==> config.mk <==
export PLATFORM = sky130hd
export DESIGN_NAME = vga_pixel_fetch_flat
export DESIGN_NICKNAME = d
export VERILOG_FILES = /design/src/rtl/vga_pixel_fetch_if.sv /design/src/rtl/vga_pixel_fetch.sv /design/src/flat_wrapper.sv
export SDC_FILE = /design/constraint.sdc
export NUM_CORES = 1
export LEC_CHECK = 0
export BUFFER_PORTS_ARGS = -buffer_cell sky130_fd_sc_hd__clkbuf_2
export CAP_MARGIN = 0
export CORE_UTILIZATION = 56
export CTS_BUF_LIST = sky130_fd_sc_hd__clkbuf_8 sky130_fd_sc_hd__clkbuf_16
export DETAILED_ROUTE_END_ITERATION = 6
export PLACE_DENSITY = 0.8
export SETUP_SLACK_MARGIN = 0.05
export SLEW_MARGIN = 25
export SYNTH_ARGS = -nofsm -noshare
export SYNTH_HDL_FRONTEND = slang
export SYNTH_SLANG_ARGS = --single-unit
==> constraint.sdc <==
create_clock -name clock -period 2.1 [get_ports clock]
set_input_delay 0.105 -clock clock [delete_from_list [all_inputs] [get_ports clock]]
set_output_delay 0.105 -clock clock [all_outputs]
set_load 0.01 [all_outputs]
==> src/rtl/vga_pixel_fetch_if.sv <==
// Framebuffer read port between the pixel fetch stage (master) and the framebuffer (slave).
// rd_data is expected READ_LATENCY clocks after the matching rd_en/rd_addr.
interface vga_pixel_fetch_if #(
    parameter int ADDR_WIDTH  = 17,
    parameter int PIXEL_WIDTH = 16
);
    logic                   rd_en;
    logic [ADDR_WIDTH-1:0]  rd_addr;
    logic [PIXEL_WIDTH-1:0] rd_data;

    modport master (output rd_en, output rd_addr, input rd_data);
    modport slave  (input rd_en, input rd_addr, output rd_data);
endinterface

==> src/rtl/vga_pixel_fetch.sv <==
// Pixel fetch stage behind the VGA timing generator: framebuffer address generation with
// integer upscaling, data capture, and sync re-timing so syncs and pixels leave aligned.
module vga_pixel_fetch #(
    parameter int H_VISIBLE    = 640,
    parameter int SCALE        = 2,
    parameter int READ_LATENCY = 2,
    parameter int PIXEL_WIDTH  = 16,
    parameter int ADDR_WIDTH   = 17
) (
    input  logic                   clock,
    input  logic                   reset_n,
    input  logic                   hsync_in,
    input  logic                   vsync_in,
    input  logic                   visible_in,
    vga_pixel_fetch_if.master      fb,
    output logic                   hsync_out,
    output logic                   vsync_out,
    output logic [PIXEL_WIDTH-1:0] pixel_out
);
    localparam int                    RL        = READ_LATENCY;
    localparam logic [2:0]            PHASE_MAX = 3'(SCALE - 1);
    localparam logic [ADDR_WIDTH-1:0] LINE_STEP = ADDR_WIDTH'(H_VISIBLE / SCALE);
    localparam logic [ADDR_WIDTH-1:0] ADDR_ONE  = ADDR_WIDTH'(1);

    generate
        if ((SCALE != 1) && (SCALE != 2) && (SCALE != 4)) begin : g_bad_scale
            $error("vga_pixel_fetch: SCALE must be 1, 2 or 4");
        end
        if ((H_VISIBLE % SCALE) != 0) begin : g_bad_width
            $error("vga_pixel_fetch: H_VISIBLE must be divisible by SCALE");
        end
        if (READ_LATENCY < 1) begin : g_bad_latency
            $error("vga_pixel_fetch: READ_LATENCY must be at least 1");
        end
    endgenerate

    typedef enum logic [0:0] {
        ST_WAIT  = 1'b0,
        ST_ARMED = 1'b1
    } arm_state_t;

    arm_state_t state_r;
    arm_state_t state_s;

    logic                   armed_s;
    logic                   restart_s;
    logic                   eol_s;
    logic                   fetch_s;
    logic                   rd_en_s;
    logic                   vis_prev_r;
    logic [2:0]             hphase_r;
    logic [2:0]             vphase_r;
    logic [ADDR_WIDTH-1:0]  rd_addr_r;
    logic [ADDR_WIDTH-1:0]  line_base_r;
    logic [ADDR_WIDTH-1:0]  next_base_s;
    logic [RL-1:0]          vis_pipe_r;
    logic [RL-1:0]          hs_pipe_r;
    logic [RL-1:0]          vs_pipe_r;
    logic [RL-1:0]          stb_pipe_r;
    logic [PIXEL_WIDTH-1:0] hold_r;
    logic [PIXEL_WIDTH-1:0] hold_s;
    logic [PIXEL_WIDTH-1:0] pixel_s;

    // Arming state register.
    always_ff @(posedge clock or negedge reset_n) begin
        if (!reset_n) begin
            state_r <= ST_WAIT;
        end else begin
            state_r <= state_s;
        end
    end

    // Arming: a reset released mid-frame stays black until the next vsync pulse.
    always_comb begin
        state_s = state_r;
        case (state_r)
            ST_WAIT: begin
                if (!vsync_in) begin
                    state_s = ST_ARMED;
                end else begin
                    state_s = ST_WAIT;
                end
            end
            ST_ARMED: state_s = ST_ARMED;
            default:  state_s = ST_WAIT;
        endcase
    end

    assign armed_s = (state_r == ST_ARMED);

    // Fetch control: a frame restart overrides end-of-line and any (illegal) visible fetch.
    always_comb begin
        restart_s   = 1'b0;
        eol_s       = 1'b0;
        fetch_s     = 1'b0;
        rd_en_s     = 1'b0;
        next_base_s = line_base_r + LINE_STEP;
        if (!vsync_in) begin
            restart_s = 1'b1;
        end else begin
            eol_s   = vis_prev_r & ~visible_in;
            fetch_s = armed_s & visible_in;
            rd_en_s = fetch_s & (hphase_r == 3'd0);
        end
    end

    // Address generation: restart, then end-of-line rewind/advance, then in-line fetch.
    always_ff @(posedge clock or negedge reset_n) begin
        if (!reset_n) begin
            vis_prev_r  <= 1'b0;
            rd_addr_r   <= {ADDR_WIDTH{1'b0}};
            line_base_r <= {ADDR_WIDTH{1'b0}};
            hphase_r    <= 3'd0;
            vphase_r    <= 3'd0;
        end else begin
            vis_prev_r <= visible_in;
            if (restart_s) begin
                rd_addr_r   <= {ADDR_WIDTH{1'b0}};
                line_base_r <= {ADDR_WIDTH{1'b0}};
                hphase_r    <= 3'd0;
                vphase_r    <= 3'd0;
            end else if (eol_s) begin
                hphase_r <= 3'd0;
                // Every SCALE output lines share one source line; only the last one advances.
                if (vphase_r == PHASE_MAX) begin
                    line_base_r <= next_base_s;
                    rd_addr_r   <= next_base_s;
                    vphase_r    <= 3'd0;
                end else begin
                    rd_addr_r <= line_base_r;
                    vphase_r  <= vphase_r + 3'd1;
                end
            end else if (fetch_s) begin
                if (hphase_r == PHASE_MAX) begin
                    hphase_r <= 3'd0;
                end else begin
                    hphase_r <= hphase_r + 3'd1;
                end
                if (rd_en_s) begin
                    rd_addr_r <= rd_addr_r + ADDR_ONE;
                end
            end
        end
    end

    // Delay lines: syncs/visible follow the read latency, strobe marks when rd_data is valid.
    always_ff @(posedge clock or negedge reset_n) begin
        if (!reset_n) begin
            vis_pipe_r <= {RL{1'b0}};
            hs_pipe_r  <= {RL{1'b1}};
            vs_pipe_r  <= {RL{1'b1}};
            stb_pipe_r <= {RL{1'b0}};
        end else begin
            vis_pipe_r[0] <= visible_in;
            hs_pipe_r[0]  <= hsync_in;
            vs_pipe_r[0]  <= vsync_in;
            stb_pipe_r[0] <= rd_en_s;
            for (int i = 1; i < RL; i++) begin
                vis_pipe_r[i] <= vis_pipe_r[i-1];
                hs_pipe_r[i]  <= hs_pipe_r[i-1];
                vs_pipe_r[i]  <= vs_pipe_r[i-1];
                stb_pipe_r[i] <= stb_pipe_r[i-1];
            end
        end
    end

    // Capture bypasses the hold register so the pixel leaves in the same clock as the syncs.
    always_comb begin
        if (stb_pipe_r[RL-1]) begin
            hold_s = fb.rd_data;
        end else begin
            hold_s = hold_r;
        end
        if (vis_pipe_r[RL-1] && armed_s) begin
            pixel_s = hold_s;
        end else begin
            pixel_s = {PIXEL_WIDTH{1'b0}};
        end
    end

    // Output registers: one final stage shared by syncs and pixel.
    always_ff @(posedge clock or negedge reset_n) begin
        if (!reset_n) begin
            hold_r    <= {PIXEL_WIDTH{1'b0}};
            hsync_out <= 1'b1;
            vsync_out <= 1'b1;
            pixel_out <= {PIXEL_WIDTH{1'b0}};
        end else begin
            hold_r    <= hold_s;
            hsync_out <= hs_pipe_r[RL-1];
            vsync_out <= vs_pipe_r[RL-1];
            pixel_out <= pixel_s;
        end
    end

    assign fb.rd_en   = rd_en_s;
    assign fb.rd_addr = rd_addr_r;
endmodule

==> src/flat_wrapper.sv <==
// flat-port wrapper written by rule: the top's interface ports become plain ports
module vga_pixel_fetch_flat 
#(
    parameter int H_VISIBLE    = 640,
    parameter int SCALE        = 2,
    parameter int READ_LATENCY = 2,
    parameter int PIXEL_WIDTH  = 16,
    parameter int ADDR_WIDTH   = 17
)
  (clock, reset_n, hsync_in, vsync_in, visible_in, hsync_out, vsync_out, pixel_out, fb_rd_en, fb_rd_addr, fb_rd_data);
  vga_pixel_fetch_if #(.ADDR_WIDTH(ADDR_WIDTH), .PIXEL_WIDTH(PIXEL_WIDTH)) fb_i ();
  input  logic clock;
  input  logic reset_n;
  input  logic hsync_in;
  input  logic vsync_in;
  input  logic visible_in;
  output logic hsync_out;
  output logic vsync_out;
  output logic [PIXEL_WIDTH-1:0] pixel_out;
  output wire logic [$bits(fb_i.rd_en)-1:0] fb_rd_en;
  output wire logic [$bits(fb_i.rd_addr)-1:0] fb_rd_addr;
  input wire logic [$bits(fb_i.rd_data)-1:0] fb_rd_data;
  assign fb_rd_en = fb_i.rd_en;
  assign fb_rd_addr = fb_i.rd_addr;
  assign fb_i.rd_data = fb_rd_data;
  vga_pixel_fetch #(.H_VISIBLE(H_VISIBLE), .SCALE(SCALE), .READ_LATENCY(READ_LATENCY), .PIXEL_WIDTH(PIXEL_WIDTH), .ADDR_WIDTH(ADDR_WIDTH)) u_core (.clock(clock), .reset_n(reset_n), .hsync_in(hsync_in), .vsync_in(vsync_in), .visible_in(visible_in), .fb(fb_i), .hsync_out(hsync_out), .vsync_out(vsync_out), .pixel_out(pixel_out));
endmodule
[After elaboration in Yosys (flattened, before gate mapping)]
Cells that the tools add are included.
Storage, ports and cells
  logic and storage cells: 52
  input bits: 21
  output and inout port bits: 36
  register bits: 84
Cells by class
  multiplexer cells: 21
  add/subtract/negate cells: 4
  bitwise logic cells: 5
  reductions and logical operators: 3
  equal/unequal tests: 5
Operator list (count)
  $mux 17: 7
  $mux 16: 2
  $mux 3: 7
  $add 17x1->17 const B: 1
  $add 17x9->17 const B: 1
  $add 3x1->3 const B: 2
  $eq 3x1->1 const B: 2
  $ne 3x1->1 const B: 2
  $mux 1: 4
  $and 1x1->1: 3
  $logic_not 3->1: 1
  $ne 2x1->1 const B: 1
  $not 1->1: 2
  $pmux 1 s2: 1
  $reduce_and 2->1: 1
  $logic_and 1x1->1: 1

[Longest topological paths before layout]
Gate-level depths: netlist of the first run.
  depth in word-level cells: 7
  gate-level depth with buffers: 7
  gate-level depth less buffers: 6

[Least setup slack after synthesis of the first run]
Ideal clock, no wire load.
  path kind: reg-to-reg
  start point: register u_core.vphase_r[2]
  end point: register u_core.line_base_r[14]
  setup slack: 0.448 ns
  period minus slack after synthesis: 1.652 ns
  stages on the path, launching flop included: 6
  setup time: 0.119 ns
  arrival time: 1.533 ns
  required time: 1.981 ns
  buffers on the path: 0
  cell sequence: dfrtp_1 > or3b_1 > nor3_1 > nand3_1 > xnor2_1 > and2_1
On the way
  longest elaborated chain between the ends: 4
RTL lines
  from (decl): line vga_pixel_fetch.sv:52  | logic [2:0] vphase_r;
  from (signal assigned): line vga_pixel_fetch.sv:131  | vphase_r <= vphase_r + 3'd1;
  $eq 3x1->1: line vga_pixel_fetch.sv:125  | if (vphase_r == PHASE_MAX) begin
  $mux 17 (3 in series)
  to (signal assigned): line vga_pixel_fetch.sv:112  | line_base_r <= {ADDR_WIDTH{1'b0}};
  to (signal assigned): line vga_pixel_fetch.sv:119  | line_base_r <= {ADDR_WIDTH{1'b0}};
  to (signal assigned): line vga_pixel_fetch.sv:126  | line_base_r <= next_base_s;
  to (decl): line vga_pixel_fetch.sv:54  | logic [ADDR_WIDTH-1:0] line_base_r;
Every way passes these cells. The select of a mux whose other input is x is not followed.
A chain may end at the register's enable or synchronous reset.

[Worst setup path in the final report of the first run]
  start point: input visible_in
  end point: output fb_rd_en
On the way
  longest elaborated chain between the ends: 3
RTL lines
  from (decl): line flat_wrapper.sv:16  | input logic visible_in;
  $and 1x1->1: line vga_pixel_fetch.sv:102  | fetch_s = armed_s & visible_in;
  $and 1x1->1: line vga_pixel_fetch.sv:103  | rd_en_s = fetch_s & (hphase_r == 3'd0);
  $mux 1: line vga_pixel_fetch.sv:98  | if (!vsync_in) begin
  to (decl): line flat_wrapper.sv:20  | output wire logic [$bits(fb_i.rd_en)-1:0] fb_rd_en;
Every way passes these cells.

==> results of run 1 <==
per-stage QoR:
step | setup WS [ps] | instances
floorplan | 448 | 299
global placement | 282 | 422
detailed placement | 166 | 422
CTS | 84.8 | 451
global route | 66.6 | 451
finish | 157 | 451
timing repair:
item / in CTS / in global routing
resized for setup: 0 / 2
hold buffers: 13 / 0
endpoints found under the hold margin: 83 / 0
setup buffers: 0 / 0
endpoints found under the setup margin: 0 / 2
cell families after synthesis:
logic type,count (synthesis),share of synthesized area (%)
buffers and inverters,18,2.49
flip-flops,77,56.5
AND/OR/NAND/NOR,120,19.9
AO/OA/AOI/OAI,31,6.04
XOR/XNOR,34,8.71
adder cells (fa/ha/maj),2,0.731
multiplexers,17,5.56
worst max-delay path by stage:
stage	startpoint	to	slack, ps	depth (start not counted)
after CTS	visible_in	fb_rd_en	80	6
after global routing	u_core.fb.rd_addr[3]	u_core.fb.rd_addr[12]	70	5
after global placement	u_core.hphase_r[0]	u_core.fb.rd_addr[13]	280	6
after detailed placement	u_core.armed_s	u_core.fb.rd_addr[13]	170	6
after floorplan	u_core.vphase_r[2]	u_core.line_base_r[14]	450	5
final	visible_in	fb_rd_en	160	6
cells in the final DEF (no fill, tap or decap), types with 3 or more instances in the layout:
cell type       n
inv_6           3
a21oi_1         4
xor2_1         16
xnor2_1        18
nand3_1        16
and2_1         11
nor2b_1        16
dfrtp_1        71
dfstp_2         6
nand2_1        20
inv_1           4
buf_4           5
nand4_1        10
nor2_1         18
clkbuf_8        9
dlygate4sd3_1  13
nor4_1          3
nor3_1          7
o21ai_0         9
o211ai_1        4
nand2b_1        3
clkbuf_2       55
mux2_2         16
o22ai_1         3
final cells by class:
cell class	instances	area [um^2]	share of cell area, %
clock buffer	9	124	3.01
multi-input combinational	204	1400	34.1
clock inverter	7	82.6	2.01
sequential	77	1930	47.0
inverter	5	23.8	0.578
timing repair buffer	74	454	11.0
tap	75	93.8	2.28
critical path: stages:
cell and delay [ps]:
dlygate4sd3_1 530, clkbuf_2 170, nand2_2 80, or4_4 620, inv_6 170, clkbuf_2 160
power by group:
part           leakage, nW  switching (mW)  internal (mW)
registers            0.989          0.0443           1.60
clock network       0.0984           0.590          0.567
logic                0.822           0.185          0.173
total                 1.91           0.820           2.34
registers in the layout, indices dropped and copies added (netlist names):
signal and flops:
u_core.hs_pipe_r 2, u_core.stb_pipe_r 2, u_core.vs_pipe_r 2, u_core.fb.rd_addr 17, u_core.vphase_r 3, u_core.vis_pipe_r 2, u_core.pixel_out 16, u_core.hsync_out 1
u_core.armed_s 1, u_core.hold_r 16, u_core.hphase_r 3, u_core.vsync_out 1, u_core.line_base_r 11
routing by layer:
layer,vias up,share of wire (%)
li1,1173,-
met1,1188,44
met2,57,50
met3,9,4.1
met4,0,1.5
met5,-,0
==> results.sh, run 1 <==
export IMPL_status="complete, no violations"
export IMPL_finalCriticalPeriod_ps=1940
export IMPL_finalHoldViolCount=0
export IMPL_antenna_found_initial=0
export IMPL_die_area_um2=6420
export IMPL_ios=57
export IMPL_tritoncts="built"
export IMPL_synth_area_um2=3420
export IMPL_r2r_cells=6
export IMPL_cts_buffers=9
export IMPL_whs_ps=8.27
export IMPL_cts_root_buffer="clkbuf_8"
export IMPL_max_freq_mhz=515
export IMPL_path_class="in2out"
export IMPL_drive_gt1_share_pct=28.7
export IMPL_met3_usage_pct=6.93
export IMPL_reg2reg_from="u_core.hphase_r[0]"
export IMPL_synthesis_nets=322
export IMPL_start_util_pct=57.8
export IMPL_dpl_cell_area_um2=3770
export IMPL_max_cap_viol_count=0
export IMPL_tns_ps=0
export IMPL_synth_top_cell_area_share_pct=51.9
export IMPL_drt_iter0_drc=132
export IMPL_synthToLayoutAreaGrowth_pct=20.3
export IMPL_finalSetupViolCount=0
export IMPL_synth_top_flop_cell="dfrtp_1"
export IMPL_p_total_mw=3.16
export IMPL_ys_warn_count=0
export IMPL_avgRoutedWirePerCell_um=15.1
export IMPL_grt_max_degree=78
export IMPL_yosysSeqAreaShare_pct=56.5
export IMPL_drv_slew=0
export IMPL_min_to="u_core.hold_r[2]"
export IMPL_rsz0062_at_grt="no"
export IMPL_end_kind="output port"
export IMPL_worstPathArrival_ps=1840
export IMPL_grt_pass1_vias=2469
export IMPL_clkTransAtPathRegs_ps=90
export IMPL_place_gp_congestion=0.912
export IMPL_die_height_um=80.2
export IMPL_slew_headroom_pct=55.7
export IMPL_grt_usage_pct=23.6
export IMPL_ys_seq_elements=77
export IMPL_rows=28
export IMPL_powerDensity_nw_per_um2=769
export IMPL_dp_final_hpwl_um=4630
export IMPL_clk_latency_ps=360
export IMPL_drc=0
export IMPL_vias=2427
export IMPL_busiest_layer="met2"
export IMPL_coreArea_um2=5920
export IMPL_post_synth_top_count_cell="dfrtp_1"
export IMPL_leakage_nw=1.91
export IMPL_die_x_um=80.2
export IMPL_ir_worst_vdd_mv=0.647
export IMPL_worst_hold_path_num_cells=2
export IMPL_ctsLongestPathBuffers=2
export IMPL_port_buffers=56
export IMPL_diodes=0
export IMPL_synth_common_cells="dfrtp_1 (71), nand2_1 (20), nor2_1 (18), xnor2_1 (18)"
export IMPL_grt_first_pass_wirelength_um=11200
export IMPL_drt_first_pass_iters=5
export IMPL_synth_cells=299
export IMPL_cts_max_level=3
export IMPL_critPathLaunchType="input port"
export IMPL_yosys_top_cells_area="dfrtp_1 (52%), mux2_2 (5.3%), dfstp_2 (4.6%)"
export IMPL_clkSinkCount=77
export IMPL_final_nets=394
export IMPL_vias_per_cell=5.38
export IMPL_r2r_end="u_core.fb.rd_addr[14]"
export IMPL_fin_util_pct=69.5
export IMPL_finClkSkew_ps=12.8
export IMPL_finalInstanceArea_um2=4110
export IMPL_r2r_setup_slack_ps=230
export IMPL_grt_overflow=0
export IMPL_fillers=443
export IMPL_syn_area_per_cell_um2=11.4
export IMPL_post_route_period_util_pct=92.5
export IMPL_holdCritPathClass="in2reg"
export IMPL_hold_start="fb_rd_data[2]"
export IMPL_cp_max_fo=18
export IMPL_synth_edf_count=0
export IMPL_grtUsageMet1_pct=28.6
export IMPL_ant_nets=0
export IMPL_synthArstFlopShare_pct=100
export IMPL_synth_top_cell_by_area="dfrtp_1"
export IMPL_worst_pin_slew_ps=665
export IMPL_crit_required_ps=2000
export IMPL_use_met2_pct=40.4
export IMPL_drt_wl_total_um=6810
export IMPL_yosysUniqueCellTypes=47
No activity file was read; power rests on OpenSTA's default activity.
==> run 2, diff against run 1 <==
CORE_UTILIZATION = 50   (was 56)
PLACE_DENSITY = 0.76   (was 0.8)
clock period = 1.6 ns   (was 2.1 ns; I/O delays follow)
==> run 2 against run 1 <==
Net effect:
- clock power is 31% higher
- the flow now finishes with violations (design-rule violations, negative setup slack)
- largest power group unchanged
- final area increased by 19%
- register-to-register slack got worse by 310 ps
- global-route usage increased by 0.30 points
- wire length grew 26%
- largest cell class unchanged
==> results.sh, run 2 (synthesized netlist as in run 1, its figures left out) <==
export IMPL_coreArea_um2=6460
export IMPL_crit_required_ps=1520
export IMPL_die_area_um2=7180
export IMPL_tritoncts="built"
export IMPL_vias=2755
export IMPL_drc=8
export IMPL_fillers=393
export IMPL_dpl_cell_area_um2=4110
export IMPL_grt_max_degree=35
export IMPL_drive_gt1_share_pct=44.2
export IMPL_crit_path_end="fb_rd_en"
export IMPL_finalInstanceArea_um2=4890
export IMPL_ir_worst_vdd_mv=0.534
export IMPL_drt_wl_total_um=8560
export IMPL_clkSinkCount=77
export IMPL_finalHoldViolCount=0
export IMPL_critPathSlowestCell="or4_4"
export IMPL_rows=29
export IMPL_fin_util_pct=75.6
export IMPL_grt_pass1_vias=2737
export IMPL_cp_max_fo=3
export IMPL_largest_reg_flops=17
export IMPL_rsz0062_at_grt="yes"
export IMPL_critPathLaunchType="flop"
export IMPL_clk_latency_ps=360
export IMPL_port_buffers=56
export IMPL_finalCriticalPeriod_ps=1690
export IMPL_slew_headroom_pct=74.8
export IMPL_crit_start="u_core.hphase_r[0]"
export IMPL_path_buf_inv=3
export IMPL_cp_depth=5
export IMPL_grt_first_pass_wirelength_um=13100
export IMPL_final_nets=450
export IMPL_cpMostUsedCell="buf_6"
export IMPL_layout_commonest_cell="dfrtp_1"
export IMPL_post_route_period_util_pct=105
export IMPL_crit_family="simple AND/OR/NAND/NOR gates"
export IMPL_dp_final_hpwl_um=5070
export IMPL_end_kind="output port"
export IMPL_final_cell_mix="dfrtp_1 (70), clkbuf_2 (54), buf_4 (47)"
export IMPL_finClkSkew_ps=10.4
export IMPL_whs_ps=90.7
export IMPL_holdCritPathClass="in2reg"
export IMPL_drt_iter0_drc=175
export IMPL_drt_first_pass_iters=7
export IMPL_drv_slew=0
export IMPL_avgRoutedWirePerCell_um=16.8
export IMPL_reg2reg_from="u_core.vphase_r[1]"
export IMPL_ctsLongestPathBuffers=2
export IMPL_max_freq_mhz=593
export IMPL_status="complete, but fails checks"
export IMPL_r2r_cells=5
export IMPL_cts_max_level=3
export IMPL_place_gp_congestion=0.878
export IMPL_clkTransAtPathRegs_ps=80
export IMPL_diodes=0
export IMPL_leakage_nw=2.35
export IMPL_cts_buffers=9
export IMPL_antenna_found_initial=0
export IMPL_synthToLayoutAreaGrowth_pct=42.8
export IMPL_cts_root_buffer="clkbuf_8"
export IMPL_r2r_setup_slack_ps=-80
export IMPL_finalSetupViolCount=11
export IMPL_die_height_um=84.7
export IMPL_max_cap_viol_count=0
export IMPL_r2r_end="u_core.fb.rd_addr[12]"
export IMPL_powerDensity_nw_per_um2=881
export IMPL_violations="design-rule violations, negative setup slack"
export IMPL_worstPathArrival_ps=1610
export IMPL_path_class="reg2out"
export IMPL_vias_per_cell=5.41
export IMPL_ant_nets=0
export IMPL_worst_pin_slew_ps=378
export IMPL_slowest_delay_ps=480
export IMPL_die_x_um=84.7
export IMPL_layout_setup_ws_ps=-87.6
export IMPL_grt_overflow=0
export IMPL_ios=57
export IMPL_grt_usage_pct=23.9
export IMPL_start_util_pct=53.0
export IMPL_path_cells="nand2b_4, or4_4, clkinv_4, buf_6, buf_6"
==> run 2: cell count changes in the layout (fill, tap and decap cells not counted), sizes merged <==
cell         delta
buf            +50
dlygate4sd3     +6
clkinv          +1
inv             -1
==> run 2: final cells by class <==
type                       instances  area (um^2)  area share, %
sequential                        77         1940           39.6
multi-input combinational        204         1670           34.2
timing repair buffer             130          952           19.5
clock buffer                       9          124           2.54
tap                               77         96.3           1.97
clock inverter                     7         82.6           1.69
inverter                           5         23.8          0.487
==> run 2: worst min path at each step <==
stage                     endpoint      from  slack [ps]  depth (start not counted)
2_1_floorplan       u_core.armed_s   reset_n        -220                          0
3_3_place_gp   u_core.pixel_out[2]   reset_n          20                          1
3_5_place_dp   u_core.pixel_out[2]   reset_n          20                          1
4_1_cts        u_core.vs_pipe_r[0]  vsync_in          80                          2
5_1_grt        u_core.vs_pipe_r[0]  vsync_in          90                          2
6_report       u_core.vs_pipe_r[0]  vsync_in          90                          2
==> run 2: what timing repair did <==
item                                   in CTS  in global routing
pin swaps                                   5                 24
hold buffers                               19                  0
setup endpoints to repair                  17                 26
setup buffers                               5                  4
resized for setup                           8                 52
endpoints found under the hold margin      77                  0
cloned                                      0                  1
==> run 2: layer usage <==
layer  track usage (%)  vias up  part of all wire [%]
met5                 0        -                     0
met4              9.09        0                   2.0
met3              4.42       19                   4.5
met2              41.1       79                    54
met1              30.1     1366                    40
li1                  -     1291                     -
==> run 2: report_power, final <==
group          switching (mW)  internal, mW
Sequential             0.0536          2.10
Clock                   0.777         0.744
Combinational           0.309         0.316
Total                    1.14          3.16
==> run 2: per-stage QoR <==
step | setup WS [ps] | total power, mW | instances | TNS (ps)
final | -87.6 | 4.30 | 509 | -524
after detailed placement | -60.2 | 2.69 | 465 | -176
after global routing | -150 | 4.46 | 509 | -1540
after CTS | -153 | 4.26 | 504 | -1190
after floorplan | -33.8 | 2.47 | 299 | -58.8
after global placement | -16.0 | 2.66 | 465 | -27.5
